## config.mk

```make
export PLATFORM = sky130hd
export DESIGN_NAME = sample_loader
export DESIGN_NICKNAME = d
export VERILOG_FILES = /design/src/rtl/sample_loader.sv
export SDC_FILE = /design/constraint.sdc
export NUM_CORES = 1
export LEC_CHECK = 0
export CAP_MARGIN = 40
export CORE_MARGIN = 5
export CORE_UTILIZATION = 55
export DETAILED_ROUTE_END_ITERATION = 12
export PLACE_DENSITY = 0.78
export SYNTH_ARGS = -nofsm -noshare
export SYNTH_HDL_FRONTEND = slang
export SYNTH_SLANG_ARGS = --single-unit
```

## constraint.sdc

```tcl
create_clock -name i_CLK -period 2.5 [get_ports i_CLK]
set_input_delay 0.75 -clock i_CLK [delete_from_list [all_inputs] [get_ports i_CLK]]
set_output_delay 0.75 -clock i_CLK [all_outputs]
set_load 0.02 [all_outputs]
```

## src/rtl/sample_loader.sv

```systemverilog
// -----------------------------------------------------------------------------
// sample_loader
//
// Collects a frame of N = 2**ADDR_SIZE samples from an upstream valid/ready
// stream into a local buffer, then emits the frame as N/2 consecutive pairs
// (even address on port A, odd address on port B) to the bit_flip stage.
//
// Two-state FSM:
//   FILL : o_sample_ready=1, every accepted sample goes to buffer[wr_cnt].
//   EMIT : one pair per non-stalled clock, o_frame_done marks the last pair.
//
// Ports
//   i_CLK            single clock, rising edge
//   i_RST            synchronous active-high reset
//   i_sample_valid   upstream sample present
//   i_sample         upstream sample data (WORD_SIZE bits)
//   i_stall          downstream hold (only with SAMPLE_LOADER_STALL_EN)
//   o_sample_ready   loader accepts a sample this cycle
//   o_pipeaddr_A/B   pair addresses (ADDR_SIZE bits)
//   o_pipedata_A/B   pair data (WORD_SIZE bits)
//   o_pipe_valid     pair outputs valid this cycle
//   o_frame_done     one-cycle pulse alongside the last pair of a frame
//
// Configuration macro
//   SAMPLE_LOADER_STALL_EN : adds the i_stall port. When undefined the
//                            module behaves as if i_stall were tied to 0.
//
// ADDR_SIZE must be at least 2 so the pair counter has a non-zero width.
// -----------------------------------------------------------------------------
module sample_loader #(
    parameter int WORD_SIZE = 8,
    parameter int ADDR_SIZE = 3
) (
    input  logic                 i_CLK,
    input  logic                 i_RST,
    input  logic                 i_sample_valid,
    input  logic [WORD_SIZE-1:0] i_sample,
`ifdef SAMPLE_LOADER_STALL_EN
    input  logic                 i_stall,
`endif
    output logic                 o_sample_ready,
    output logic [ADDR_SIZE-1:0] o_pipeaddr_A,
    output logic [ADDR_SIZE-1:0] o_pipeaddr_B,
    output logic [WORD_SIZE-1:0] o_pipedata_A,
    output logic [WORD_SIZE-1:0] o_pipedata_B,
    output logic                 o_pipe_valid,
    output logic                 o_frame_done
);

    localparam int N = 1 << ADDR_SIZE;
    localparam int PAIR_W = ADDR_SIZE - 1;

    localparam logic [0:0] FILL = 1'b0;
    localparam logic [0:0] EMIT = 1'b1;

    localparam logic [ADDR_SIZE-1:0] LAST_SAMPLE = {ADDR_SIZE{1'b1}};
    localparam logic [PAIR_W-1:0]    LAST_PAIR   = {PAIR_W{1'b1}};
    localparam logic [ADDR_SIZE-1:0] ADDR_ONE    = {{(ADDR_SIZE-1){1'b0}}, 1'b1};
    localparam logic [PAIR_W-1:0]    PAIR_ONE    = {{(PAIR_W-1){1'b0}}, 1'b1};

    logic [0:0]           state_r;
    logic [ADDR_SIZE-1:0] wr_cnt_r;
    logic [PAIR_W-1:0]    pair_r;
    logic [WORD_SIZE-1:0] buf_r [0:N-1];

    logic                 stall_s;
    logic                 accept_s;
    logic [ADDR_SIZE-1:0] addr_a_s;
    logic [ADDR_SIZE-1:0] addr_b_s;

    // Downstream hold, tied low when the stall feature is not built in
    always_comb begin
`ifdef SAMPLE_LOADER_STALL_EN
        stall_s = i_stall;
`else
        stall_s = 1'b0;
`endif
    end

    // Ready is forced low during reset so nothing is accepted on a reset edge
    assign o_sample_ready = (state_r == FILL) & ~i_RST;
    assign accept_s       = i_sample_valid & o_sample_ready;
    assign addr_a_s       = {pair_r, 1'b0};
    assign addr_b_s       = {pair_r, 1'b1};

    // Sample buffer; contents survive reset, a new frame overwrites them
    always_ff @(posedge i_CLK) begin
        if (accept_s) begin
            buf_r[wr_cnt_r] <= i_sample;
        end
    end

    // FSM, write counter, pair counter and registered pair outputs
    always_ff @(posedge i_CLK) begin
        if (i_RST) begin
            state_r      <= FILL;
            wr_cnt_r     <= {ADDR_SIZE{1'b0}};
            pair_r       <= {PAIR_W{1'b0}};
            o_pipeaddr_A <= {ADDR_SIZE{1'b0}};
            o_pipeaddr_B <= {ADDR_SIZE{1'b0}};
            o_pipedata_A <= {WORD_SIZE{1'b0}};
            o_pipedata_B <= {WORD_SIZE{1'b0}};
            o_pipe_valid <= 1'b0;
            o_frame_done <= 1'b0;
        end else begin
            case (state_r)
                FILL: begin
                    o_pipe_valid <= 1'b0;
                    o_frame_done <= 1'b0;
                    if (accept_s) begin
                        if (wr_cnt_r == LAST_SAMPLE) begin
                            wr_cnt_r <= {ADDR_SIZE{1'b0}};
                            state_r  <= EMIT;
                        end else begin
                            wr_cnt_r <= wr_cnt_r + ADDR_ONE;
                        end
                    end
                end
                EMIT: begin
                    if (stall_s) begin
                        // Hold addr/data and the pair index; just drop valid
                        o_pipe_valid <= 1'b0;
                        o_frame_done <= 1'b0;
                    end else begin
                        o_pipeaddr_A <= addr_a_s;
                        o_pipeaddr_B <= addr_b_s;
                        o_pipedata_A <= buf_r[addr_a_s];
                        o_pipedata_B <= buf_r[addr_b_s];
                        o_pipe_valid <= 1'b1;
                        o_frame_done <= (pair_r == LAST_PAIR);
                        if (pair_r == LAST_PAIR) begin
                            pair_r  <= {PAIR_W{1'b0}};
                            state_r <= FILL;
                        end else begin
                            pair_r <= pair_r + PAIR_ONE;
                        end
                    end
                end
                default: begin
                    state_r      <= FILL;
                    wr_cnt_r     <= {ADDR_SIZE{1'b0}};
                    pair_r       <= {PAIR_W{1'b0}};
                    o_pipe_valid <= 1'b0;
                    o_frame_done <= 1'b0;
                end
            endcase
        end
    end

endmodule

```

[After elaboration in Yosys (flattened, before gate mapping)]
Memory sizes are Yosys's and may differ from the RTL's. A register that Yosys moved wholly into a read port is not among the register bits.
Index checks and enable logic that the tools add are counted.
Storage, ports and cells
  register bits after elaboration: 13
  bits in writable memories: 64
  input bits: 11
  output and inout bits: 25
  word-level logic and storage cells: 27
  memories: 1
Memory list
  buf_r: depth 8, width 8, rd ports 2, clocked after Yosys merged registers in 2, write ports 1, RTL line 64  | logic [WORD_SIZE-1:0] buf_r [0:N-1];
Cells by class
  $add $sub $neg: 2
  equality and inequality tests: 2
  muxes and demuxes: 10
  bitwise operators: 4
  reduce and logical (&&, ||, !) cells: 1
Operators by type and width (count)
  case mux 1 bit (2 select lines): 3
  two-way mux 1 bit: 5
  adder 3 x 1 -> 3 bit (second input constant): 1
  == test 3 bit (second input constant): 1
  two-way mux 3 bit: 1
  adder 2 x 1 -> 2 bit (second input constant): 1
  AND 1 bit: 2
  == test 2 bit (second input constant): 1
  two-way mux 2 bit: 1
  inverter 1 bit: 2
  AND reduction 2 bit: 1

[Longest topological paths before layout]
Gate-level depths: netlist (run 1).
  depth in word-level cells: 5
  depth in mapped cells: 5
  mapped depth without buffers: 5

[Least setup slack after synthesis (run 1)]
No wires, ideal clock.
  kind: input -> register
  start: input port i_RST
  end: memory buf_r[1][0], enable pin
  setup time: 383 ps
  data arrival time: 2111 ps
  required time: 2117 ps
  path slack: 6 ps
  stages: 4
  path buffers: 1
  path through: clkbuf_1 nor2_1 nand3_1 nor3_1
On the way
  longest elaborated chain between the ends: 5
Ends and longest elaborated chain
  start: declaration: RTL line 35  | input logic i_RST,
  inverter 1 bit: RTL line 81  | assign o_sample_ready = (state_r == FILL) & ~i_RST;
  AND 1 bit: RTL line 81
  named net o_sample_ready: RTL line 41  | output logic o_sample_ready,
  AND 1 bit: RTL line 82  | assign accept_s = i_sample_valid & o_sample_ready;
  two-way mux 1 bit: RTL line 88  | if (accept_s) begin
  two-way mux 1 bit (not written as such): RTL line 89  | buf_r[wr_cnt_r] <= i_sample;
  end: declaration: RTL line 64
The timed path passes the listed nets, and every way through them passes these cells.

[Final worst setup path (run 1)]
  start: input port i_RST
  end: output port o_sample_ready
On the way
  longest elaborated chain between the ends: 2
Ends and longest elaborated chain (RTL line)
  inverter 1 bit: 81
  AND 1 bit: 81
  end: declaration: 41
Every way passes these cells.

==> run summary, run 1 <==
Status: finished clean
Max stage delay on crit path: 0.42 ns
Most common cell after layout, fill and taps aside: edfxtp_1
Worst reg2reg path depth: 4
Synth Area in XOR/XNOR: 0%
Max Clock Skew: 0.00660 ns
First-pass GRT wire length: 9520 um
Syn_area_per_cell: 17.6 sq um
Post-DP HPWL: 3670 um
Critical path class: in -> out
Rows: 28
P&R area growth vs syn: 20.3%
Fin util: 68.7%
Min Tclk post-route: 2.40 ns
Peak supply drop: 0.540 mV
CTS max path bufs: 2
Starting Density: 57.1%
Average wire per standard cell: 18.1 um
Total grt overflow: 0
Number of flops mapped to enable cells by yosys: 64
Total wire length: 5840 um
Synthesized area: 3420 sq um
Initial drt markers: 132
Min-Delay Path Class: reg -> reg
CP Capture Point: o_sample_ready
Fin. max-slew vios: 0
Mapped Cells: 194
CTS tree: yes
Synth Flop Type: edfxtp_1
Mux cell area share after synthesis: 18.6%
Vias/cell: 5.41
Critical path data required time: 1.75 ns
Final ANT Viol Nets: 0
Leakage: 1.38 nW
Setup slack at placement: -0.185 ns
Fill count: 404
H-tree depth: 3
Sequential-to-total area share from yosys stat: 71.9%
RSZ-0062 raised after global routing: false
First-pass iteration count of the detailed router: 4
Clk_lat worst skew: 0.35 ns
Layout cells sized above 1: 16.1%
Die height: 88.9 um
Global Route Usage Sum: 17.1%
Power Dens Cells: 679 nW/um^2
Gpl congestion: 0.753
# nets final: 257
Final worst slack: 0.0999 ns
Vias: 1746
Core area: 5990 sq um
Adder and majority cell fraction of the synthesized area: 1.10%
Final Setup Violations: 0
CTS sink count: 91
Yosys reg bits: 91
Crit path launch: i_RST
Die area: 7900 sq um
Vias in the first global route: 1750
Largest net degree at the start of global routing: 27
Antenna cells: 0
Synth Area in Compound Gates: 0%
Crit. End Element: primary output
Worst r2r src: pair_r[0]
CP cell instances: clkdlybuf4s50_1 -> nor2_1 -> dlygate4sd2_1
Worst-path maximum fanout: 2
Post-synth ARST share: 0%
Initial antenna violation count: 0
Die W: 88.9 um
Reg2reg setup slack: 0.86 ns
Distinct cells, synth: 21
Main combinational cell family by area after synthesis: multiplexers
F_max: 417 MHz
Max-cap viol count: 0
Critical path arrival: 1.65 ns
Number of port buffers: 34
CTS Buf Count: 9
CP max stage cell: clkdlybuf4s50_1
DR DRC count: 0
# IOs: 36
Fin crit share: 96.0%
Clock root buffer: clkbuf_8
Net Count, Synth: 208
Final hold violation count: 0
Post-Synth Simple-Gate Area: 5.63%
Critical Path Source Type: input pin
Clock-pin slew on the worst setup and hold paths: 0.09 ns
Syn. warnings: 0
Critical R2R Capture: o_pipedata_A[5]
Most frequent cells in the layout: edfxtp_1, nor2_1, clkdlybuf4s50_1, dfxtp_1, mux2i_1
==> cell usage after synthesis, types with 2 or more instances <==
| cell type | instances | area (sq um) |
|---|---|---|
| edfxtp_1 | 64 | 1920 |
| clkbuf_1 | 4 | 15.0 |
| nand2_1 | 2 | 7.51 |
| ha_1 | 3 | 37.5 |
| nor3_1 | 2 | 10.0 |
| nand2b_1 | 2 | 12.5 |
| buf_4 | 4 | 30.0 |
| mux4_1 | 9 | 236 |
| nor2b_1 | 2 | 12.5 |
| nor2_1 | 35 | 131 |
| buf_2 | 3 | 15.0 |
| dfxtp_1 | 27 | 541 |
| mux4_2 | 7 | 158 |
| mux2i_1 | 23 | 230 |
==> worst min-delay path by stage <==
| stage | startpoint | cells past startpoint | to | slack [ns] |
|---|---|---|---|---|
| finish | o_pipeaddr_B[0] | 2 | o_pipeaddr_B[0] | 0.47 |
| global route | o_pipeaddr_B[0] | 2 | o_pipeaddr_B[0] | 0.52 |
| floorplan | wr_cnt_r[0] | 2 | wr_cnt_r[0] | 0.53 |
| detailed placement | o_pipeaddr_B[0] | 2 | o_pipeaddr_B[0] | 0.45 |
| global placement | o_pipeaddr_B[0] | 2 | o_pipeaddr_B[0] | 0.45 |
| CTS | o_pipeaddr_B[0] | 2 | o_pipeaddr_B[0] | 0.47 |
==> report_power, final <==
group / internal (W) / switching (W)
Clock: 0.000571 / 0.000512
Sequential: 0.00163 / 0.00000678
Combinational: 0.0000354 / 0.0000445
Total: 0.00223 / 0.000563
==> per-stage QoR <==
stage               power [W]  hold WS, ns  setup TNS, ns  std cells  area (sq um)
finish                0.00280        0.470              0        323          4120
global placement      0.00175        0.448         -0.156        307          3890
global route          0.00291        0.519              0        323          4120
CTS                   0.00282        0.474              0        323          4120
floorplan             0.00170        0.526              0        194          3420
detailed placement    0.00175        0.453         -0.185        307          3890
==> repair_timing <==
action	in CTS	in global routing
resized for setup	1	0
hold buffers	0	0
endpoints found under the hold margin	0	0
buffers inserted	0	0
setup endpoints to repair	1	0
==> registers in the layout (all words and copies together), names as in the netlist <==
name and count:
buf_r 64, o_pipedata_A 8, o_pipedata_B 8, o_pipeaddr_B 3, wr_cnt_r 3, pair_r 2
o_frame_done 1, o_pipe_valid 1, state_r 1
==> layer usage <==
layer  global-route usage [%]  wire [um]  up-vias
li1                         -          -      828
met1                     23.7       2650      864
met2                     26.0       2730       48
met3                     4.79        382        6
met4                     6.59         70        0
met5                        0          0        -
==> kinds of logic (layout without fill, tap and decap cells) <==
group         Yosys count  after routing
simple gates           46             46
buf+inv                13             67
flops                  91             91
mux                    40             40
fa+ha+maj               3              3
other cells             1              1
==> cell type report <==
class / instances / area, sq um / share of cell area, %
clock inverter: 7 / 101 / 2.46
timing repair buffer: 51 / 467 / 11.3
multi-input combinational: 90 / 870 / 21.1
clock buffer: 9 / 124 / 3.01
tap: 75 / 93.8 / 2.28
sequential: 91 / 2460 / 59.8
==> worst max-delay path, delay by kind of cell <==
kind                   cells  cell delay (ns)
buffers and inverters      2             0.77
and+or+nand+nor            1             0.13
Power figures use the tool's default switching activity.
==> run 2: changes to the inputs <==
CORE_MARGIN = 2   (was 5)
CORE_UTILIZATION = 60   (was 55)
PLACE_DENSITY = 0.84   (was 0.78)
TNS_END_PERCENT = 50   (was not set)
clock period = 2.8 ns   (was 2.5 ns; I/O delays follow)
==> run 2 against run 1 <==
  * Global-route usage is 3.2 points higher
  * Clock skew is 0.0011 ns lower
  * Core utilization is 5.5 points higher
  * Via count is 0.52% higher
  * Total power is 15% lower
  * Sequential share of layout area is 0.42 points higher
  * Sequential cell count stayed put
  * Setup slack better by 0.095 ns
  * Combinational power is 11% lower
  * Clock-buffer cell count is 2 higher
  * Non-clock buffer count is 2 higher
  * Critical path depth stayed put
  * Critical path type unchanged
==> run summary, run 2 (synthesized netlist as in run 1, its figures left out) <==
Status: finished clean
Reg2reg setup slack: 1.13 ns
Largest net degree at the start of global routing: 27
Final worst slack: 0.195 ns
Max stage delay on crit path: 0.42 ns
Crit. End Element: primary output
Core area: 5510 sq um
P&R area growth vs syn: 19.4%
Average wire per standard cell: 17.6 um
Largest registers: buf_r x64, o_pipedata_A x8, o_pipedata_B x8
Most frequent cells in the layout: edfxtp_1, nor2_1, clkdlybuf4s50_1, dfxtp_1, mux2i_1
Critical path class: in -> out
# IOs: 36
Starting Density: 62.2%
Worst slew pin tran: 0.888 ns
Antenna cells: 0
CTS tree: yes
Int Pwr: 0.00189 W
Power Dens Cells: 578 nW/um^2
HP Start: o_pipeaddr_B[0]
Most used routing layer: met2
Min Tclk post-route: 2.60 ns
Vias/cell: 5.45
Met2 usage: 32.5%
RSZ-0062 raised after global routing: false
Initial drt markers: 84
Global Route Usage Sum: 20.3%
Die W: 79.5 um
Fin util: 74.3%
CTS max path bufs: 2
Hold EP: o_pipeaddr_B[0]
Vias in the first global route: 1781
H-tree depth: 3
Vias: 1755
P_sw: 0.000471 W
Max-cap viol count: 0
Met1 Use GR: 25.9%
Clock root buffer: clkbuf_8
First-pass iteration count of the detailed router: 4
Critical R2R Capture: o_pipedata_A[3]
Die height: 79.5 um
Clk_lat worst skew: 0.35 ns
Total grt overflow: 0
DR DRC count: 0
Initial antenna violation count: 0
WP depth: 3
Critical path arrival: 1.76 ns
Peak supply drop: 0.435 mV
CTS Buf Count: 9
CP max stage cell: clkdlybuf4s50_1
Total wire length: 5680 um
Sequential power share: 61.7%
Post-DP HPWL: 3710 um
Setup slack at placement: -0.0823 ns
Final hold violation count: 0
Crit path max-delay family: buffers and inverters
Post-CTS setup buffer count: 0
Clock power share: 35.3%
CTS sink count: 91
# nets final: 259
Worst r2r src: pair_r[1]
F_max: 384 MHz
WHS Path Cells: 2
Worst-path maximum fanout: 2
CP cell instances: clkdlybuf4s50_1 -> nor2_1 -> dlygate4sd2_1
Rows: 27
Critical Path Source Type: input pin
Critical path data required time: 1.96 ns
Fin crit share: 93.0%
Final Setup Violations: 0
Worst reg2reg path depth: 3
Gpl congestion: 0.807
Most common cell after layout, fill and taps aside: edfxtp_1
Switching Share: 19.9%
Fin. max-slew vios: 0
Max Clock Skew: 0.00546 ns
Grt met3 use: 4.07%
First-pass GRT wire length: 9100 um
Leakage: 1.36 nW
Logic gate share of total power: 3.0%
Die area: 6330 sq um
Final ANT Viol Nets: 0
Layout cells sized above 1: 16.0%
Max FFs per register: 64
Largest Register: buf_r
Clock-pin slew on the worst setup and hold paths: 0.08 ns
Buffers & Inverters on Critical Path: 2
Number of port buffers: 34
Min-Delay Path Class: reg -> reg
Slew headroom: 40.7%
## run 2: routing by layer
layer	vias up	wire, um
li1	835	-
met1	857	2340
met2	54	2910
met3	9	301
met4	0	124
met5	-	0
## run 2: per-stage QoR
step | setup TNS, ns | cells | cell area, sq um | power (W) | hold WS [ns]
final | 0 | 322 | 4090 | 0.00236 | 0.485
after global routing | 0 | 322 | 4090 | 0.00243 | 0.527
after detailed placement | -0.0823 | 306 | 3910 | 0.00156 | 0.474
after floorplan | 0 | 194 | 3420 | 0.00152 | 0.526
after CTS | 0 | 322 | 4090 | 0.00237 | 0.486
after global placement | -0.0669 | 306 | 3910 | 0.00156 | 0.448
## run 2: worst register-to-register path: stages (launching register included)
cell and delay [ns]:
dfxtp_1 0.91, mux4_1 0.45, mux2i_1 0.15, nor2_1 0.05
## run 2: what timing repair did
action	CTS	global route
gates resized for setup	1	0
endpoints found under the setup margin	1	0
hold buffers	0	0
## run 2: power groups by stage
stage,Combinational [W],Clock (W),Sequential [W]
after floorplan,0.0000321,0,0.00149
after global placement,0.0000692,0,0.00149
after detailed placement,0.0000728,0,0.00149
after CTS,0.0000723,0.000843,0.00146
after global routing,0.0000786,0.000896,0.00146
final,0.0000715,0.000833,0.00146
## run 2: how the worst max path moves through the flow
stage | startpoint | endpoint | slack (ns)
2_1_floorplan | i_RST | buf_r[1][0] | 0.22
3_3_place_gp | i_RST | o_sample_ready | -0.07
3_5_place_dp | i_RST | o_sample_ready | -0.08
4_1_cts | i_RST | o_sample_ready | 0.20
5_1_grt | i_RST | o_sample_ready | 0.16
6_report | i_RST | o_sample_ready | 0.20
## run 2: layout make-up
cell class | instances | area, sq um
Multi-Input combinational cell | 90 | 870
Sequential cell | 91 | 2460
Tap cell | 72 | 90.1
Clock inverter | 5 | 53.8
Clock buffer | 11 | 131
Timing Repair Buffer | 53 | 482
Fill cell | 334 | 1420
==> run 3: changes to the inputs <==
SKIP_CTS_REPAIR_TIMING = 1   (was not set)
==> run 3 against run 2 <==
  * Hold slack unchanged
  * Die area unchanged
  * Critical endpoint unchanged
  * Sequential power about the same
  * Cell count unchanged
  * Final area about the same
  * Highest routed layer unchanged
  * Largest power group unchanged
==> run summary, run 3 (synthesized netlist as in run 1, its figures left out) <==
First-pass GRT wire length: 9100 um
Peak supply drop: 0.435 mV
Crit path max-delay family: buffers and inverters
Clk_lat worst skew: 0.35 ns
Placed cells: 306
CP cell instances: clkdlybuf4s50_1 -> nor2_1 -> dlymetal6s2s_1
Rows: 27
Max FFs per register: 64
Most common cell after layout, fill and taps aside: edfxtp_1
Design Power: 0.00236 W
Global Route Usage Sum: 20.3%
Most frequent cells in the layout: edfxtp_1, nor2_1, clkdlybuf4s50_1, dfxtp_1, mux2i_1
Status: finished clean
Initial drt markers: 84
Final worst slack: 0.301 ns
Average wire per standard cell: 17.7 um
Vias in the first global route: 1781
Finished Cell Area: 4090 sq um
Final hold violation count: 0
Layout cells sized above 1: 16.0%
CTS tree: yes
CTS sink count: 91
Fill count: 333
Largest registers: buf_r x64, o_pipedata_A x8, o_pipedata_B x8
Largest Register: buf_r
# IOs: 36
Total grt overflow: 0
# nets final: 259
Power Dens Cells: 578 nW/um^2
Final ANT Viol Nets: 0
Gpl congestion: 0.807
Slew headroom: 40.7%
Antenna cells: 0
RSZ-0062 raised after global routing: false
F_max: 400 MHz
Critical path data required time: 1.96 ns
Final Setup Violations: 0
Post-DP HPWL: 3710 um
Placed inst area: 3910 sq um
CTS Buf Count: 9
Max Clock Skew: 0.00545 ns
DR DRC count: 0
Die height: 79.5 um
WHS: 0.485 ns
Max stage delay on crit path: 0.42 ns
Non-filler instance count after layout: 322
Buffers & Inverters on Critical Path: 2
Critical Path Source Type: input pin
Die area: 6330 sq um
Min-Delay Path Class: reg -> reg
Worst-path maximum fanout: 2
Initial antenna violation count: 0
Setup slack at placement: -0.0823 ns
Vias: 1755
CTS max path bufs: 2
Clock-pin slew on the worst setup and hold paths: 0.08 ns
Largest net degree at the start of global routing: 27
CP max stage cell: clkdlybuf4s50_1
Max-cap viol count: 0
Multi-input logic area: 870 sq um
Vias/cell: 5.45
Min Tclk post-route: 2.50 ns
First-pass iteration count of the detailed router: 5
P&R area growth vs syn: 19.6%
Clock root buffer: clkbuf_8
Fin crit share: 89.2%
Total wire length: 5690 um
H-tree depth: 3
Number of port buffers: 34
Worst slew pin tran: 0.889 ns
Leakage: 1.37 nW
FF/Latch Area: 2460 sq um
Critical path class: in -> out
Critical path arrival: 1.66 ns
Crit. End Element: primary output
Fin. max-slew vios: 0
Starting Density: 62.2%
Core area: 5510 sq um
Die W: 79.5 um
-- run 3: worst paths after layout --
path / endpoint / depth (start not counted) / slack (ns) / from
max: o_sample_ready / 3 / 0.30 / i_RST
min: o_pipeaddr_B[0] / 2 / 0.48 / o_pipeaddr_B[0]
max reg2reg: o_pipedata_A[3] / 3 / 1.13 / pair_r[1]
min reg2reg: o_pipeaddr_B[0] / 2 / 0.48 / o_pipeaddr_B[0]
-- run 3: worst register-to-register path, delay by kind of cell, from the launching register on --
family,cells,cell delay [ns]
and+or+nand+nor,1,0.05
muxes,2,0.60
DFF,1,0.91
-- run 3: final cells by class --
type | instances | share of cell area [%]
Clock buffer | 11 | 3.21
Timing Repair Buffer | 53 | 11.9
Multi-Input combinational cell | 90 | 21.2
Tap cell | 72 | 2.20
Sequential cell | 91 | 60.2
Clock inverter | 5 | 1.31
-- run 3: power by group --
part | internal, W | switching (W)
Combinational | 0.0000324 | 0.0000395
Clock | 0.000409 | 0.000425
Sequential | 0.00145 | 0.00000613
-- run 3: metal layers --
layer  share of wire, %  wire length, um  vias up  track usage (%)
met3                5.3              304        8             4.07
met5                  0                0        -                0
met2                 52             2940       55             32.5
met1                 41             2340      857             25.9
met4                1.8              105        0             11.7
li1                   -                -      835                -
-- run 3: per-stage QoR --
| stage | setup TNS [ns] | util [%] |
|---|---|---|
| after floorplan | 0 | - |
| after global placement | -0.0669 | 70.9 |
| after detailed placement | -0.0823 | 70.9 |
| after CTS | -0.0882 | 74.3 |
| after global routing | 0 | 74.3 |
| final | 0 | 74.3 |
